## config.mk

```make
export PLATFORM = sky130hd
export DESIGN_NAME = rtsnoc_local_port_buffer
export DESIGN_NICKNAME = d
export VERILOG_FILES = /design/src/rtl/rtsnoc_local_port_buffer_pkg.sv /design/src/rtl/rtsnoc_sync_fifo.sv /design/src/rtl/rtsnoc_local_port_buffer.sv
export SDC_FILE = /design/constraint.sdc
export NUM_CORES = 1
export LEC_CHECK = 0
export CAP_MARGIN = 10
export CORE_MARGIN = 4
export CORE_UTILIZATION = 49
export CTS_CLUSTER_DIAMETER = 80
export DETAILED_ROUTE_END_ITERATION = 7
export PLACE_DENSITY = 0.72
export RECOVER_POWER = 50
export SKIP_LAST_GASP = 1
export SYNTH_ARGS = -nofsm -noshare
export SYNTH_HDL_FRONTEND = slang
export SYNTH_SLANG_ARGS = --single-unit
```

## constraint.sdc

```tcl
create_clock -name clk_i -period 2.1 [get_ports clk_i]
set_input_delay 0.315 -clock clk_i [delete_from_list [all_inputs] [get_ports clk_i]]
set_output_delay 0.315 -clock clk_i [all_outputs]
set_load 0.005 [all_outputs]
```

## src/rtl/rtsnoc_local_port_buffer_pkg.sv

```systemverilog
// Shared types and bus-width derivation for the RTSNoC local port buffer.
package rtsnoc_local_port_buffer_pkg;

  typedef enum logic {
    RX_IDLE = 1'b0,
    RX_GAP  = 1'b1
  } rx_state_t;

  // Flit header: two X coords, two Y coords, local port ids and control bits.
  function automatic int noc_header_size(input int size_x, input int size_y);
    return 2 * size_x + 2 * size_y + 6;
  endfunction

  function automatic int noc_bus_size(input int data_width, input int size_x, input int size_y);
    return data_width + noc_header_size(size_x, size_y);
  endfunction

endpackage

```

## src/rtl/rtsnoc_sync_fifo.sv

```systemverilog
// First-word-fall-through FIFO; push visible on dout one cycle later, dout forced to 0 when empty.
// Push while full and pop while empty are ignored; caller reads full/empty for flow control.
module rtsnoc_sync_fifo #(
  parameter int WIDTH      = 26,
  parameter int DEPTH_LOG2 = 2
) (
  input  logic                  clk,
  input  logic                  rst,
  input  logic                  push,
  input  logic [WIDTH-1:0]      din,
  input  logic                  pop,
  output logic [WIDTH-1:0]      dout,
  output logic                  full,
  output logic                  empty,
  output logic [DEPTH_LOG2:0]   level
);

  localparam int DEPTH = 1 << DEPTH_LOG2;
  localparam logic [DEPTH_LOG2:0] FULL_LEVEL = (DEPTH_LOG2 + 1)'(DEPTH);

  logic [WIDTH-1:0]      mem [DEPTH];
  logic [DEPTH_LOG2-1:0] wr_ptr;
  logic [DEPTH_LOG2-1:0] rd_ptr;
  logic                  do_push;
  logic                  do_pop;

  // Full is judged on the registered level, so a same-cycle pop never frees a slot.
  assign full    = (level == FULL_LEVEL);
  assign empty   = (level == '0);
  assign do_push = push && !full;
  assign do_pop  = pop && !empty;
  assign dout    = empty ? '0 : mem[rd_ptr];

  always_ff @(posedge clk or posedge rst) begin
    if (rst) begin
      wr_ptr <= '0;
      rd_ptr <= '0;
      level  <= '0;
    end else begin
      if (do_push) wr_ptr <= wr_ptr + 1'b1;
      if (do_pop)  rd_ptr <= rd_ptr + 1'b1;
      case ({do_push, do_pop})
        2'b10:   level <= level + 1'b1;
        2'b01:   level <= level - 1'b1;
        default: level <= level;
      endcase
    end
  end

  always_ff @(posedge clk) begin
    if (do_push) mem[wr_ptr] <= din;
  end

endmodule

```

## src/rtl/rtsnoc_local_port_buffer.sv

```systemverilog
// Elastic TX/RX buffering between proxy and router local port; 1-cycle fall-through each way.
// p_wait_o holds the proxy when TX is full; RX fetches at most every other cycle and stops when full.
module rtsnoc_local_port_buffer
  import rtsnoc_local_port_buffer_pkg::*;
#(
  parameter int SOC_SIZE_X     = 1,
  parameter int SOC_SIZE_Y     = 1,
  parameter int NOC_DATA_WIDTH = 16,
  parameter int TX_DEPTH_LOG2  = 2,
  parameter int RX_DEPTH_LOG2  = 2,
  localparam int NOC_BUS_SIZE  = noc_bus_size(NOC_DATA_WIDTH, SOC_SIZE_X, SOC_SIZE_Y)
) (
  input  logic                     clk_i,
  input  logic                     rst_i,
  input  logic [NOC_BUS_SIZE-1:0]  p_din_i,
  input  logic                     p_wr_i,
  output logic                     p_wait_o,
  output logic [NOC_BUS_SIZE-1:0]  p_dout_o,
  output logic                     p_nd_o,
  input  logic                     p_rd_i,
  output logic [NOC_BUS_SIZE-1:0]  r_din_o,
  output logic                     r_wr_o,
  input  logic                     r_wait_i,
  input  logic [NOC_BUS_SIZE-1:0]  r_dout_i,
  input  logic                     r_nd_i,
  output logic                     r_rd_o,
  output logic [TX_DEPTH_LOG2:0]   tx_level_o,
  output logic [RX_DEPTH_LOG2:0]   rx_level_o,
  output logic                     ovf_o
);

  logic      tx_empty;
  logic      rx_full;
  logic      rx_empty;
  rx_state_t rx_state;

  rtsnoc_sync_fifo #(
    .WIDTH      (NOC_BUS_SIZE),
    .DEPTH_LOG2 (TX_DEPTH_LOG2)
  ) u_tx_fifo (
    .clk   (clk_i),
    .rst   (rst_i),
    .push  (p_wr_i),
    .din   (p_din_i),
    .pop   (r_wr_o && !r_wait_i),
    .dout  (r_din_o),
    .full  (p_wait_o),
    .empty (tx_empty),
    .level (tx_level_o)
  );

  rtsnoc_sync_fifo #(
    .WIDTH      (NOC_BUS_SIZE),
    .DEPTH_LOG2 (RX_DEPTH_LOG2)
  ) u_rx_fifo (
    .clk   (clk_i),
    .rst   (rst_i),
    .push  (r_rd_o),
    .din   (r_dout_i),
    .pop   (p_rd_i),
    .dout  (p_dout_o),
    .full  (rx_full),
    .empty (rx_empty),
    .level (rx_level_o)
  );

  assign r_wr_o = !tx_empty;
  assign p_nd_o = !rx_empty;

  // Reset gates the strobe so the router never sees a pop while we are held in reset.
  assign r_rd_o = !rst_i && (rx_state == RX_IDLE) && r_nd_i && !rx_full;

  // GAP gives the router one cycle to refresh r_nd_i after each pop.
  always_ff @(posedge clk_i or posedge rst_i) begin
    if (rst_i) begin
      rx_state <= RX_IDLE;
    end else begin
      case (rx_state)
        RX_IDLE: if (r_rd_o) rx_state <= RX_GAP;
        RX_GAP:  rx_state <= RX_IDLE;
        default: rx_state <= RX_IDLE;
      endcase
    end
  end

  always_ff @(posedge clk_i or posedge rst_i) begin
    if (rst_i) begin
      ovf_o <= 1'b0;
    end else if ((p_wr_i && p_wait_o) || (p_rd_i && rx_empty)) begin
      ovf_o <= 1'b1;
    end
  end

endmodule

```

-- Word-level counts from Yosys, hierarchy flattened
Memories as Yosys holds them, arrays and structs flattened.
Cells that the tools add are included.
- register bits after elaboration: 16
- RAM bits: 208
- input bits: 58
- output and inout bits: 63
- logic and storage cells: 56
- memories kept: 2
- memories (name ; depth ; width ; read ports ; clocked after Yosys merged registers in ; wr ports ; RTL line ; text):
    u_rx_fifo.mem ; 4 ; 26 ; 1 ; 0 ; 1 ; rtsnoc_sync_fifo.sv:21 ; logic [WIDTH-1:0] mem [DEPTH];
    u_tx_fifo.mem ; 4 ; 26 ; 1 ; 0 ; 1 ; rtsnoc_sync_fifo.sv:21 ;
- add/subtract/negate cells: 8
- eq/ne operators: 6
- muxes and demuxes: 10
- bitwise operators: 1
- reductions and logical operators: 21
- operator list (kind ; number):
    $mux W26 ; 2
    $pmux W3 S2 ; 2
    $logic_and A1 B1 Y1 ; 10
    $add A2 B1 Y2 const B ; 4
    $add A3 B1 Y3 const B ; 2
    $eq A3 B3 Y1 const B ; 2
    $logic_not A1 Y1 ; 6
    $logic_not A3 Y1 ; 2
    $sub A3 B1 Y3 const B ; 2
    $mux W1 ; 5
    $eq A2 B1 Y1 const B ; 2
    $eq A2 B2 Y1 const B ; 2
    $reduce_bool A2 Y1 ; 2
    $pmux W1 S2 ; 1
    $logic_or A1 B1 Y1 ; 1
    $not A1 Y1 ; 1

-- Depth between registers and ports, before layout
Gate-level depths: netlist of run 1.
- depth in word-level cells: 7
- depth in mapped cells: 10
- mapped depth without buffers: 9

-- Modules after synthesis
From an unflattened synthesis of run 1, not the netlist that was laid out.
- cells, all modules: 417
- area, all modules: 8991.1 um^2
- modules (own cells, without submodules) (module ; times used ; cells an instance ; area each (um^2)):
    rtsnoc_sync_fifo ; 2 ; 204 ; 4449.3
    rtsnoc_local_port_buffer ; 1 ; 9 ; 92.6

-- Worst setup path before layout of run 1
Ideal clock, no wire load.
- path type: flip-flop to flip-flop
- from: register rx_state
- to: memory u_rx_fifo.mem[0][0], enable pin
- arrival time: 1.692 ns
- data required time: 1.715 ns
- setup slack: 0.023 ns
- cell stages (with the launch flop): 4
- path buffers: 0
- cell sequence: dfrtp_1 -> or3b_4 -> a31oi_4 -> and2_1
- longest elaborated chain between the ends: 7
- RTL lines (element ; RTL line ; text):
    start, declared ; rtsnoc_local_port_buffer.sv:35 ; rx_state_t rx_state;
    start signal, assigned ; rtsnoc_local_port_buffer.sv:76 ; rx_state <= RX_IDLE;
    start signal, assigned ; rtsnoc_local_port_buffer.sv:79 ; RX_IDLE: if (r_rd_o) rx_state <= RX_GAP;
    start signal, assigned ; rtsnoc_local_port_buffer.sv:80 ; RX_GAP: rx_state <= RX_IDLE;
    $not A1 Y1 ; - ;
    $logic_and A1 B1 Y1 (3 in series) ; rtsnoc_local_port_buffer.sv:71 ; assign r_rd_o = !rst_i && (rx_state == RX_IDLE) && r_nd_i && !rx_full;
    via r_rd_o ; rtsnoc_local_port_buffer.sv:26 ; output logic r_rd_o,
    $logic_and A1 B1 Y1 ; rtsnoc_sync_fifo.sv:30 ; assign do_push = push && !full;
    $mux W1 ; rtsnoc_sync_fifo.sv:51 ; if (do_push) mem[wr_ptr] <= din;
    $mux W1 (not written as such) ; rtsnoc_sync_fifo.sv:51 ;
    end, declared ; rtsnoc_sync_fifo.sv:21 ;
The timed path passes the listed nets, and every way through them passes these cells.

-- Worst setup path in the final report of run 1
- from: register u_rx_fifo.rd_ptr[0]
- to: output p_dout_o[15]
- longest elaborated chain between the ends: 2
- RTL lines (element ; RTL line ; text):
    start, declared ; rtsnoc_sync_fifo.sv:23 ; logic [DEPTH_LOG2-1:0] rd_ptr;
    start signal, assigned ; rtsnoc_sync_fifo.sv:41 ; if (do_pop) rd_ptr <= rd_ptr + 1'b1;
    $mem_v2 Z4 W26 ; - ;
    $mux W26 ; rtsnoc_sync_fifo.sv:32 ; assign dout = empty ? '0 : mem[rd_ptr];
    end, declared ; rtsnoc_local_port_buffer.sv:18 ; output logic [NOC_BUS_SIZE-1:0] p_dout_o,
Every way passes these cells.

==> summary.txt, run 1 <==
Critical path
  – CP required: 1780 ps
  – CP endpoint kind: primary output
  – Worst reg2reg startpoint: u_tx_fifo.level[0]
  – R2R depth: 10
  – WP buf/inv: 4
  – Crit path largest cell delay: 440 ps
  – Worst Setup Start Kind: register
  – Worst-path maximum fanout: 4
  – Top Family by Delay on Critical Path: buffers and inverters
  – Reg2reg setup slack: 0 ps
  – Worst-path cell chain: buf_12 -> buf_12 -> buf_6 -> mux4_2 -> and2_4 -> buf_6
  – WS Path Type: reg -> out
  – RR Endpoint: u_tx_fifo.level[2]
  – Highest-delay cell along the critical path: dfrtp_2
  – Data arrival, critical path: 2030 ps

Yosys
  – Synthesized area: 8880 um^2
  – #FFs+latches synth: 224
  – Synthesized Nets: 481
  – Yosys warnings: 0
  – Cell variety after synth: 29
  – Seq/Total Area, Yosys: 74.8%
  – Mapped Avg Cell Area: 21.6 um^2
  – Post-synth top area cell: edfxtp_1
  – Mapped Cells: 411
  – Area contributors post-synth: edfxtp_1, mux4_2, dfrtp_1, mux4_1, and2_1
  – Synth top area share: 70.3%

Timing
  – Period utilisation layout: 112%
  – Final Worst Setup Slack: -242 ps
  – Final Critical Period: 2340 ps
  – Max Clock Skew: 3.46 ps
  – Final setup violation count: 52
  – RSZ-0062 raised after global routing: true
  – Slew HR: 59.2%
  – Max Freq: 427 MHz
  – Final Hold Vio Count: 0
  – Fin. max-slew vios: 0
  – Setup tns final: -9000 ps
  – Worst-margin pin slew: 611 ps

Cells and area
  – Commonest non-fill, non-tap cell in the layout: edfxtp_1
  – Layout area overhead: 31.8%
  – Nets: 674
  – Register Area: 6650 um^2
  – Fin cells: 842
  – Area of the multi-input gates: 2130 um^2
  – Most frequent cells in the layout: edfxtp_1, dlygate4sd3_1, mux4_2
  – Layout cells sized above 1: 38.7%
  – FILL cells: 1146
  – Post-route design area: 11700 um^2

Power
  – Leakage: 4.24 nW
  – Pwr Density: 1400 nW/um^2
  – Worst vdd ir: 0.891 mV
  – Power, Total: 0.0164 W

Global route
  – First-pass GRT wire length: 28000 um
  – Largest net degree at the start of global routing: 28
  – Number of global-route vias before repair: 4925
  – Total GRT Usage: 18.0%
  – Grt ovf: 0
  – Initial antenna violation count: 4

Placed design
  – I/O Buffers: 120
  – Area after DPL: 10600 um^2
  – RD Place Congestion: 0.744
  – Setup WS pre-CTS: -243 ps
  – Placed Cells: 765
  – DP Wirelength: 10400 um

Die
  – Die ar.: 20300 um^2
  – Number of top-level pins: 121
  – Vert. Die Dim: 143 um
  – Die Wd: 143 um
  – Initial Utilization: 50.6%
  – Core area: 17500 um^2
  – Core Rows: 48

CTS
  – H-Tree Level Count: 1
  – Root buffer cell: clkbuf_16
  – Clk Latency, worst-skew pair: 490 ps
  – CTS tree: built
  – CTS buffer count: 23
  – Clk sink count: 224
  – Reg clk slew, reported paths: 60 ps
  – Max clock buf depth: 3
  – Hold_buf cts: 0

Route
  – Vias/cell: 5.30
  – Antenna viol nets, final: 0
  – First-pass iteration count of the detailed router: 4
  – Drt wl/cell: 21.3 um
  – Iter 0 DRT Violations: 229
  – # DRC: 0
  – DR vias: 4460
  – Overall routed net length: 17900 um

Run status
  – Outcome: finished with violations
  – Failing checks: negative setup slack

Job
  – Max cap viols: 0

Min path
  – Hold/Removal Path Class: in -> async
-- flip-flops by register name, summed over array words and instances (netlist names) --
name              cells
ovf_o                 1
rx_state              1
u_rx_fifo.level       3
u_rx_fifo.mem       104
u_rx_fifo.rd_ptr      2
u_rx_fifo.wr_ptr      2
u_tx_fifo.level       3
u_tx_fifo.mem       104
u_tx_fifo.rd_ptr      2
u_tx_fifo.wr_ptr      2
-- where the power goes --
group          internal [W]  switching (W)
Clock               0.00197        0.00149
Combinational       0.00423        0.00273
Sequential          0.00569       0.000321
Total                0.0119        0.00455
-- cells in the mapped netlist --
cell type	instances
edfxtp_1	208
mux4_2	38
and2_1	35
nor2b_1	20
dfrtp_1	16
inv_1	15
mux4_1	14
ha_1	10
xor2_1	7
and2b_1	6
buf_2	6
clkbuf_1	5
xnor2_1	5
buf_12	3
buf_6	3
nor2_1	3
fa_1	2
mux2_1	2
mux2i_1	2
nor3_1	2
a221o_1	1
a31oi_1	1
a31oi_4	1
buf_4	1
nand3_1	1
nor2b_2	1
nor3b_1	1
nor3b_2	1
or3b_4	1
-- worst reg2reg max path, delay by kind of cell, from the launching register on --
family	cells	cell delay, ps
adders and majority gates	2	540
and+or+nand+nor	3	450
DFF	1	430
xor gates and xnor gates	2	320
buffers and inverters	3	280
-- routing by layer --
metal | global-route usage [%] | part of all wire, % | up-vias
met5 | 0 | 0.15 | -
met4 | 4.40 | 2.1 | 4
met3 | 3.38 | 6.6 | 28
met2 | 31.0 | 51 | 152
met1 | 23.8 | 40 | 2274
li1 | - | - | 2002
-- per-stage QoR --
| step | hold slack, ps | util, % |
|---|---|---|
| after floorplan | 229 | - |
| after global placement | 471 | 60.5 |
| after detailed placement | 473 | 60.5 |
| after CTS | 243 | 66.6 |
| after global routing | 421 | 66.7 |
| final | 359 | 66.7 |
-- what timing repair did --
item / CTS / global route
resized for setup: 315 / 18
buffers inserted: 38 / 1
endpoints found under the setup margin: 56 / 53
pin swaps: 17 / 6
gates cloned: 3 / 0
-- layout make-up --
class | count | area share [%]
Sequential cell | 224 | 56.8
Multi-Input combinational cell | 154 | 18.2
Timing Repair Buffer | 186 | 16.7
Clock buffer | 26 | 5.01
Tap cell | 225 | 2.41
Inverter | 15 | 0.481
Clock inverter | 10 | 0.353
Antenna cell | 2 | 0.0428
-- worst max-delay path by stage --
stage / cells past startpoint / startpoint / endpoint
after floorplan: 3 / rx_state / u_rx_fifo.mem[0][0]
after global placement: 10 / r_nd_i / u_rx_fifo.level[2]
after detailed placement: 10 / r_nd_i / u_rx_fifo.level[2]
after CTS: 6 / u_rx_fifo.rd_ptr[0] / p_dout_o[3]
after global routing: 5 / u_tx_fifo.rd_ptr[0] / r_din_o[19]
final: 6 / u_rx_fifo.rd_ptr[0] / p_dout_o[15]
-- cells by family (layout without fill, tap and decap cells) --
kind of cell,Yosys count,count (layout),share of synthesized area [%]
simple gates,71,71,5.13
xor+xnor,12,12,1.18
compound gates,3,3,0.423
buf+inv,33,237,2.32
mux,56,56,14.3
fa+ha+maj,12,12,1.86
flops,224,224,74.8
other cells,0,2,0
(Power assumes the default switching activity.)
==> run 2: changes to the inputs <==
--- a/config.mk
+++ b/config.mk
@@ -14,2 +14,3 @@
 export RECOVER_POWER = 50
+export SETUP_SLACK_MARGIN = 0.05
 export SKIP_LAST_GASP = 1
==> constraint.sdc (replaced) <==
create_clock -name clk_i -period 2.1 [get_ports clk_i]
set_input_delay 0.42 -clock clk_i [delete_from_list [all_inputs] [get_ports clk_i]]
set_output_delay 0.42 -clock clk_i [all_outputs]
set_load 0.005 [all_outputs]
==> run 2 against run 1 <==
Against the previous run: the flow still finishes with violations (negative setup slack); critical path type unchanged; sequential power is essentially flat; fmax is 4.3% lower; clock skew grew 4.4 ps; non-clock buffer count is 12 higher; via count rose by 1.9%; critical path depth stayed put.
==> summary.txt, run 2 (synthesis results as in run 1) <==
Power
  – Worst vdd ir: 0.933 mV
  – Power, Total: 0.0167 W
  – Leakage: 4.35 nW
  – Pwr Density: 1400 nW/um^2

Cells and area
  – Layout cells sized above 1: 41.8%
  – Layout area overhead: 34.0%
  – Regs by FF count: u_rx_fifo.mem x104, u_tx_fifo.mem x104
  – Nets: 686
  – Commonest non-fill, non-tap cell in the layout: edfxtp_1
  – Most frequent cells in the layout: edfxtp_1, mux4_2, dlygate4sd3_1

Die
  – Die ar.: 20300 um^2
  – Core Rows: 48
  – Die Wd: 143 um
  – Initial Utilization: 50.6%
  – Vert. Die Dim: 143 um
  – Number of top-level pins: 121
  – Core area: 17500 um^2

Critical path
  – Worst-path maximum fanout: 7
  – WS Path Type: reg -> out
  – CP required: 1680 ps
  – Top Family by Delay on Critical Path: buffers and inverters
  – WP buf/inv: 4
  – Worst Setup Start Kind: register
  – Worst-path cell chain: buf_12 -> buf_16 -> buf_4 -> mux4_2 -> nor2b_1 -> buf_2
  – Crit path largest cell delay: 490 ps
  – Highest-delay cell along the critical path: mux4_2
  – CP endpoint kind: primary output
  – Data arrival, critical path: 2030 ps

Timing
  – RSZ-0062 raised after global routing: true
  – Fin. max-slew vios: 0
  – Final Critical Period: 2450 ps
  – Max Clock Skew: 7.85 ps
  – Final Worst Setup Slack: -349 ps
  – Final setup violation count: 55
  – Worst-margin pin slew: 652 ps
  – Setup tns final: -13300 ps
  – Hold_ws: 173 ps
  – Max Freq: 408 MHz
  – Final Hold Vio Count: 0
  – Period utilisation layout: 117%
  – Slew HR: 56.5%

CTS
  – Max clock buf depth: 3
  – Reg clk slew, reported paths: 60 ps
  – Hold_buf cts: 0
  – Root buffer cell: clkbuf_16
  – H-Tree Level Count: 1
  – Clk Latency, worst-skew pair: 490 ps
  – Clk sink count: 224
  – CTS tree: built
  – CTS buffer count: 23

Route
  – Vias/cell: 5.28
  – Antenna viol nets, final: 0
  – First-pass iteration count of the detailed router: 4
  – Drt wl/cell: 20.9 um
  – DR vias: 4543
  – Overall routed net length: 18000 um
  – Iter 0 DRT Violations: 200
  – # DRC: 0

Placed design
  – RD Place Congestion: 0.718
  – I/O Buffers: 120
  – DP Wirelength: 10600 um

Run status
  – Outcome: finished with violations
  – Failing checks: negative setup slack

Global route
  – Grt ovf: 0
  – Number of global-route vias before repair: 4991
  – First-pass GRT wire length: 27800 um
  – Largest net degree at the start of global routing: 28
  – Initial antenna violation count: 5
  – Total GRT Usage: 17.8%

Job
  – Max cap viols: 0

Min path
  – Hold/Removal Path Class: in -> async
==> run 2: cell types whose count changed in the layout (fill, tap and decap cells not counted), moves of 4 or more <==
cell,previous run,this run
and2_2,0,4
buf_12,19,23
buf_4,17,34
buf_6,50,34
clkbuf_1,3,8
clkbuf_2,0,5
inv_1,15,11
nor2b_1,11,5
nor2b_4,10,15
==> run 2: per-stage QoR <==
stage | instances | setup WS, ps | cell area (um^2) | utilization [%]
final | 860 | -349 | 11900 | 67.9
after global routing | 860 | -414 | 11900 | 67.9
after CTS | 844 | -383 | 11700 | 66.9
after detailed placement | 775 | -318 | 10700 | 61.3
after global placement | 775 | -285 | 10700 | 61.3
after floorplan | 411 | 86.3 | 8890 | -
==> run 2: routing by layer <==
layer  vias up  track usage (%)  wire length [um]
met5         -                0                22
met4         4             3.90               378
met3        35             3.82              1010
met2       136             31.4              9380
met1      2328             23.0              7190
li1       2040                -                 -
==> run 2: final timing paths <==
kind | startpoint | endpoint | slack [ps] | cells past startpoint
hold reg to reg | ovf_o | ovf_o | 490 | 1
hold / removal | rst_i | ovf_o | 170 | 2
setup / recovery | u_tx_fifo.rd_ptr[0] | r_din_o[6] | -350 | 6
min in group clk_i | r_nd_i | rx_state | 320 | 3
max in group asynchronous | rst_i | u_tx_fifo.rd_ptr[0] | 1460 | 2
setup reg to reg | u_tx_fifo.level[1] | u_tx_fifo.level[2] | -50 | 11
==> run 2: layout make-up <==
type,count,area (um^2)
flip-flops and latches,224,6650
fillers,1129,5630
multi-input cells,154,2160
repair buffers,198,2090
clock buffers,31,606
well taps,225,282
inverters,15,60.1
clock inverters,10,47.5
diodes,3,7.51
==> run 2: what timing repair did <==
action / in CTS / in global routing
endpoints found under the setup margin: 56 / 57
cloned: 5 / 1
setup buffers: 23 / 16
pin swaps: 28 / 6
resized for setup: 281 / 52
==> run 2: power breakdown <==
group | total [W] | switching, W | internal (W)
Combinational | 0.00712 | 0.00277 | 0.00435
Clock | 0.00356 | 0.00155 | 0.00201
Sequential | 0.00598 | 0.000288 | 0.00569
Total | 0.0167 | 0.00461 | 0.0121
==> edit 1, RTL diff (config.mk and constraints of run 2) <==
Put a register stage on the output `rx_level_o`, cleared by the reset. The value now appears one clock later. The other outputs are not delayed to match.
--- a/src/rtl/rtsnoc_local_port_buffer.sv
+++ b/src/rtl/rtsnoc_local_port_buffer.sv
@@ -28,6 +28,8 @@
   output logic [RX_DEPTH_LOG2:0]   rx_level_o,
   output logic                     ovf_o
 );
+
+  logic [RX_DEPTH_LOG2:0] rx_level_d;
 
   logic      tx_empty;
   logic      rx_full;
@@ -61,7 +63,7 @@
     .dout  (p_dout_o),
     .full  (rx_full),
     .empty (rx_empty),
-    .level (rx_level_o)
+    .level (rx_level_d)
   );
 
   assign r_wr_o = !tx_empty;
@@ -91,5 +93,13 @@
     end
   end
 
+  always_ff @(posedge clk_i or posedge rst_i) begin
+    if (rst_i) begin
+      rx_level_o <= '0;
+    end else begin
+      rx_level_o <= rx_level_d;
+    end
+  end
+
 endmodule
 
Function: changed (Yosys sat finds a counterexample within 4 cycles, from zero or initial values and one cycle with rst_i high).
==> edit 1 against run 2 <==
The run still ends with negative setup slack left; final area up 2.2%; final cell count up 2.3%; total power up 4.8%; utilization up 0.10 points; area after synthesis up 0.39%; synthesized cell count up 0.73%; worst setup slack worse by 0.024 ns; non-clock buffer count up 13; worst hold slack better by 0.19 ns; critical path depth down 1; fmax down 0.95%; routed wire length up 1.8%; sequential cell count up 3; largest cell class unchanged.
==> edit 1: results (changes against run 2) <==
worst vdd ir: 0.000922 V (was 0.000933 V)
CP Capture Point: r_din_o[18] (was r_din_o[6])
DP HPWL: 10800 um (was 10600 um)
CTS Buf Count: 24 (was 23)
status: complete, but fails checks (unchanged)
R2R Setup Slk: -0.02 ns (was -0.05 ns)
fill count: 1139 (was 1129)
vias in the first global route: 5087 (was 4991)
# nets final: 703 (was 686)
violated checks: negative setup slack (unchanged)
Syn Nets: 484 (was 481)
Vias: 4668 (was 4543)
Setup Viol. Count Final: 54 (was 55)
largest cells by area after synthesis: edfxtp_1 70%, mux4_2 11%, dfrtp_1 5.3%, and2_1 2.5%, mux4_1 2.4% (was edfxtp_1 70%, mux4_2 9.6%, dfrtp_1 4.5%, mux4_1 4.1%, and2_1 2.5%)
# diodes: 0 (was 3)
switching power: 4.78 mW (was 4.61 mW)
first-pass GRT wire length: 28300 um (was 27800 um)
met3 Use GR: 3.62% (was 3.82%)
Clock Skew: 0.00648 ns (was 0.00785 ns)
layout cells sized above 1: 44.7% (was 41.8%)
Slew @ Worst Pin: 1.09 ns (was 0.652 ns)
sequential share of the synthesized area: 75.4% (was 74.8%)
initial DRC count: 256 (was 200)
RR Startpoint: u_tx_fifo.level[0] (was u_tx_fifo.level[1])
final worst slack: -0.372 ns (was -0.349 ns)
largest net degree at the start of global routing: 27 (was 28)
## edit 1: cell count changes after synthesis, sizes merged
cell | before | now
clkbuf | 5 | 4
nor2b | 21 | 27
dfrtp | 16 | 19
buf | 13 | 14
and2b | 6 | 0
## edit 1: layer usage
layer / vias to the layer above / share of wire (%)
li1: 2076 / -
met1: 2400 / 40
met2: 163 / 52
met3: 27 / 7.0
met4: 2 / 1.5
met5: - / 0.038
## edit 1: final cells by class
| cell class | count | area share [%] |
|---|---|---|
| flip-flops and latches | 227 | 55.3 |
| multi-input cells | 154 | 17.9 |
| repair buffers | 211 | 17.7 |
| clock buffers | 27 | 5.20 |
| well taps | 229 | 2.35 |
| clock inverters | 17 | 1.13 |
| inverters | 15 | 0.493 |
## edit 1: power groups by stage
stage	sequential, mW	clock, mW	combinational, mW
detailed placement	6.15	0	5.95
global route	6.16	4.36	7.87
finish	6.10	4.05	7.31
floorplan	6.05	0	3.03
CTS	6.11	4.16	7.22
global placement	6.10	0	5.88
## edit 1: worst max-delay path: stages, from the launching register on
cell       delay [ns]
dfrtp_2          0.50
clkbuf_16        0.19
buf_6            0.10
mux4_2           0.49
nor2b_4          0.14
buf_2            0.13
## edit 1: what timing repair did
action,4_1_cts,5_1_grt
buffers inserted,41,12
setup endpoints to repair,56,57
gates resized for setup,330,31
pin swaps,29,9
cloned,5,0
## edit 1: logic make-up (layout without fill, tap and decap cells)
kind of cell | count (synthesis) | in the layout | share of synthesized area (%)
simple gates | 71 | 71 | 5.02
mux | 56 | 56 | 13.9
buf+inv | 33 | 270 | 2.20
compound gates | 3 | 3 | 0.421
xor+xnor | 12 | 12 | 1.18
fa+ha+maj | 12 | 12 | 1.85
flops | 227 | 227 | 75.4
## edit 1: worst min path at each step
| stage | startpoint | slack (ns) | endpoint | cells after the start |
|---|---|---|---|---|
| after floorplan | rst_i | 0.37 | ovf_o | 1 |
| after global placement | u_rx_fifo.level[1] | 0.40 | rx_level_o[1] | 0 |
| after detailed placement | u_rx_fifo.level[1] | 0.40 | rx_level_o[1] | 0 |
| after CTS | rst_i | 0.29 | rx_level_o[2] | 3 |
| after global routing | r_nd_i | 0.36 | rx_state | 3 |
| final | r_nd_i | 0.37 | rx_state | 3 |
## edit 1: through the flow
step	instance area, um2	hold slack [ns]	power [mW]	setup TNS, ns
after CTS	12100	0.286	17.5	-18.39
after global placement	10800	0.396	12.0	-25.73
final	12200	0.365	17.5	-15.71
after global routing	12200	0.358	18.4	-19.43
after floorplan	8920	0.371	9.08	0
after detailed placement	10800	0.396	12.1	-28.48
==> edit 2, RTL diff (flow settings as in run 2) <==
Made on the original files. Set the parameter `NOC_DATA_WIDTH` to 32 (it was 16).
--- a/src/rtl/rtsnoc_local_port_buffer.sv
+++ b/src/rtl/rtsnoc_local_port_buffer.sv
@@ -5,7 +5,7 @@
 #(
   parameter int SOC_SIZE_X     = 1,
   parameter int SOC_SIZE_Y     = 1,
-  parameter int NOC_DATA_WIDTH = 16,
+  parameter int NOC_DATA_WIDTH = 32,
   parameter int TX_DEPTH_LOG2  = 2,
   parameter int RX_DEPTH_LOG2  = 2,
   localparam int NOC_BUS_SIZE  = noc_bus_size(NOC_DATA_WIDTH, SOC_SIZE_X, SOC_SIZE_Y)
Ports: changed (resized p_din_i, p_dout_o, r_din_o and r_dout_i); port bits go from 121 to 185. No check against the original RTL was run, so the function may have changed too.
==> edit 2 against run 2 <==
The run still ends with negative setup slack left; routed wire length grew 61%; final area grew 56%; utilization grew 0.41 points; sequential share of layout area grew 0.70 points; count of clock-buffer cells in the layout grew 17; sequential cell count grew 128; final cell count grew 54%; worst setup slack lost 0.058 ns; first-iteration DRC count grew 120%; synthesized cell count grew 49%; total power grew 60%; area after synthesis grew 54%.
==> edit 2: results (changes against run 2) <==
slew margin rel.: 54.7% (was 56.5%)
Setup Viol. Count Final: 87 (was 55)
worst-path maximum fanout: 6 (was 7)
layout cells sized above 1: 44.7% (was 41.8%)
Syn Nets: 715 (was 481)
post-DR wirelength/cell: 21.8 um (was 20.9 um)
final worst slack: -0.407 ns (was -0.349 ns)
total track usage: 18.8% (was 17.8%)
initial antenna violation count: 4 (was 5)
synth cell count leaders: 336 x edfxtp_1, 80 x mux4_2, 51 x and2_1 (was 208 x edfxtp_1, 38 x mux4_2, 35 x and2_1)
IO buf count: 184 (was 120)
vias in the first global route: 7720 (was 4991)
Bufs on Longest Clock Path: 3 (unchanged)
DP HPWL: 17300 um (was 10600 um)
sequential share of the synthesized area: 76.7% (was 74.8%)
Synth Flop Type: edfxtp_1 (unchanged)
worst hold path type: in2async (unchanged)
clock latency on the worst-skew pair: 0.51 ns (was 0.49 ns)
Pre-antenna DRT Iters: 4 (unchanged)
R2R depth: 9 (was 11)
Lkg Pwr: 6.68 nW (was 4.35 nW)
gpl congestion: 0.786 (was 0.718)
status: complete, but fails checks (unchanged)
largest net degree at the start of global routing: 32 (was 28)
initial DRC count: 445 (was 200)
Clock Skew: 0.00835 ns (was 0.00785 ns)
H-tree depth: 2 (was 1)
# nets final: 1024 (was 686)
CP arrival: 2.09 ns (was 2.03 ns)
worst vdd ir: 0.000937 V (was 0.000933 V)
EDFF count, synth: 336 (was 208)
violated checks: negative setup slack (unchanged)
synth warn: 0 (unchanged)
CTS Buf Count: 37 (was 23)
largest registers: u_rx_fifo.mem (168), u_tx_fifo.mem (168) (was u_rx_fifo.mem (104), u_tx_fifo.mem (104))
FFs w/ async S/R, synth: 4.55% (was 7.14%)
worst slack at placement: -0.382 ns (was -0.318 ns)
largest cells by area after synthesis: edfxtp_1 74%, mux4_2 13%, dfrtp_1 2.9%, and2_1 2.3%, nor2b_1 2.0% (was edfxtp_1 70%, mux4_2 9.6%, dfrtp_1 4.5%, mux4_1 4.1%, and2_1 2.5%)
Via density: 5.31 (was 5.28)
Cell variety after synth: 27 (was 29)
first-pass GRT wire length: 44600 um (was 27800 um)
edit 2: cell count changes after synthesis, sizes merged:
cell / change
and2: +16
clkbuf: +4
buf: +6
nor2b: +22
mux4: +32
and2b: -6
edfxtp: +128
edit 2: timing repair:
item,CTS,global route
resized for setup,492,48
gates cloned,9,0
pin swaps,44,10
setup buffers,48,16
endpoints found under the setup margin,91,92
edit 2: area by class of cell:
| type | count | area (um2) |
|---|---|---|
| flip-flops and latches | 352 | 10500 |
| fillers | 1720 | 8620 |
| multi-input cells | 218 | 3220 |
| repair buffers | 298 | 3130 |
| clock buffers | 48 | 1010 |
| well taps | 372 | 465 |
| clock inverters | 19 | 160 |
| inverters | 15 | 65.1 |
| diodes | 1 | 2.50 |
edit 2: logic make-up after synthesis:
logic type / synth area share (%)
and+or+nand+nor: 4.76
DFF: 76.7
xor gates and xnor gates: 0.768
adders and majority gates: 1.21
AOI/OAI and AO/OA: 0.274
muxes: 14.2
buffers and inverters: 2.07
edit 2: final timing paths:
check | to | start | slack [ns]
max | r_din_o[31] | u_tx_fifo.rd_ptr[0] | -0.41
min | rx_state | rst_i | 0.21
max reg2reg | u_rx_fifo.level[2] | u_rx_fifo.level[0] | -0.07
min reg2reg | ovf_o | ovf_o | 0.48
max in group asynchronous | u_rx_fifo.rd_ptr[1] | rst_i | 1.41
min in group clk_i | rx_state | rst_i | 0.44
edit 2: layer usage:
metal,part of all wire (%),vias up,GRT usage [%]
li1,-,3083,-
met5,0.16,-,0
met1,40,3642,24.1
met2,52,252,32.7
met4,1.7,8,4.12
met3,7.0,46,5.02
edit 2: critical path, stage by stage (launching register included):
cell and delay (ns):
dfrtp_2 0.44, buf_6 0.15, buf_16 0.12, buf_4 0.11, mux4_2 0.49, nor2b_4 0.14, buf_2 0.12
edit 2: where the power goes:
part	internal, mW	total, mW	switching (mW)
clock network	3.75	6.20	2.44
registers	8.91	9.29	0.382
logic	6.83	11.2	4.39
edit 2: per-stage QoR:
| stage | TNS [ns] | cells | total power [mW] | hold WS (ns) | area, um2 |
|---|---|---|---|---|---|
| floorplan | 0 | 613 | 13.9 | 0.334 | 13700 |
| global placement | -38.45 | 1192 | 18.3 | 0.470 | 16500 |
| detailed placement | -50.29 | 1192 | 18.5 | 0.479 | 16500 |
| CTS | -31.21 | 1316 | 26.9 | 0.393 | 18500 |
| global route | -33.80 | 1322 | 28.0 | 0.266 | 18600 |
| finish | -27.87 | 1323 | 26.7 | 0.208 | 18600 |
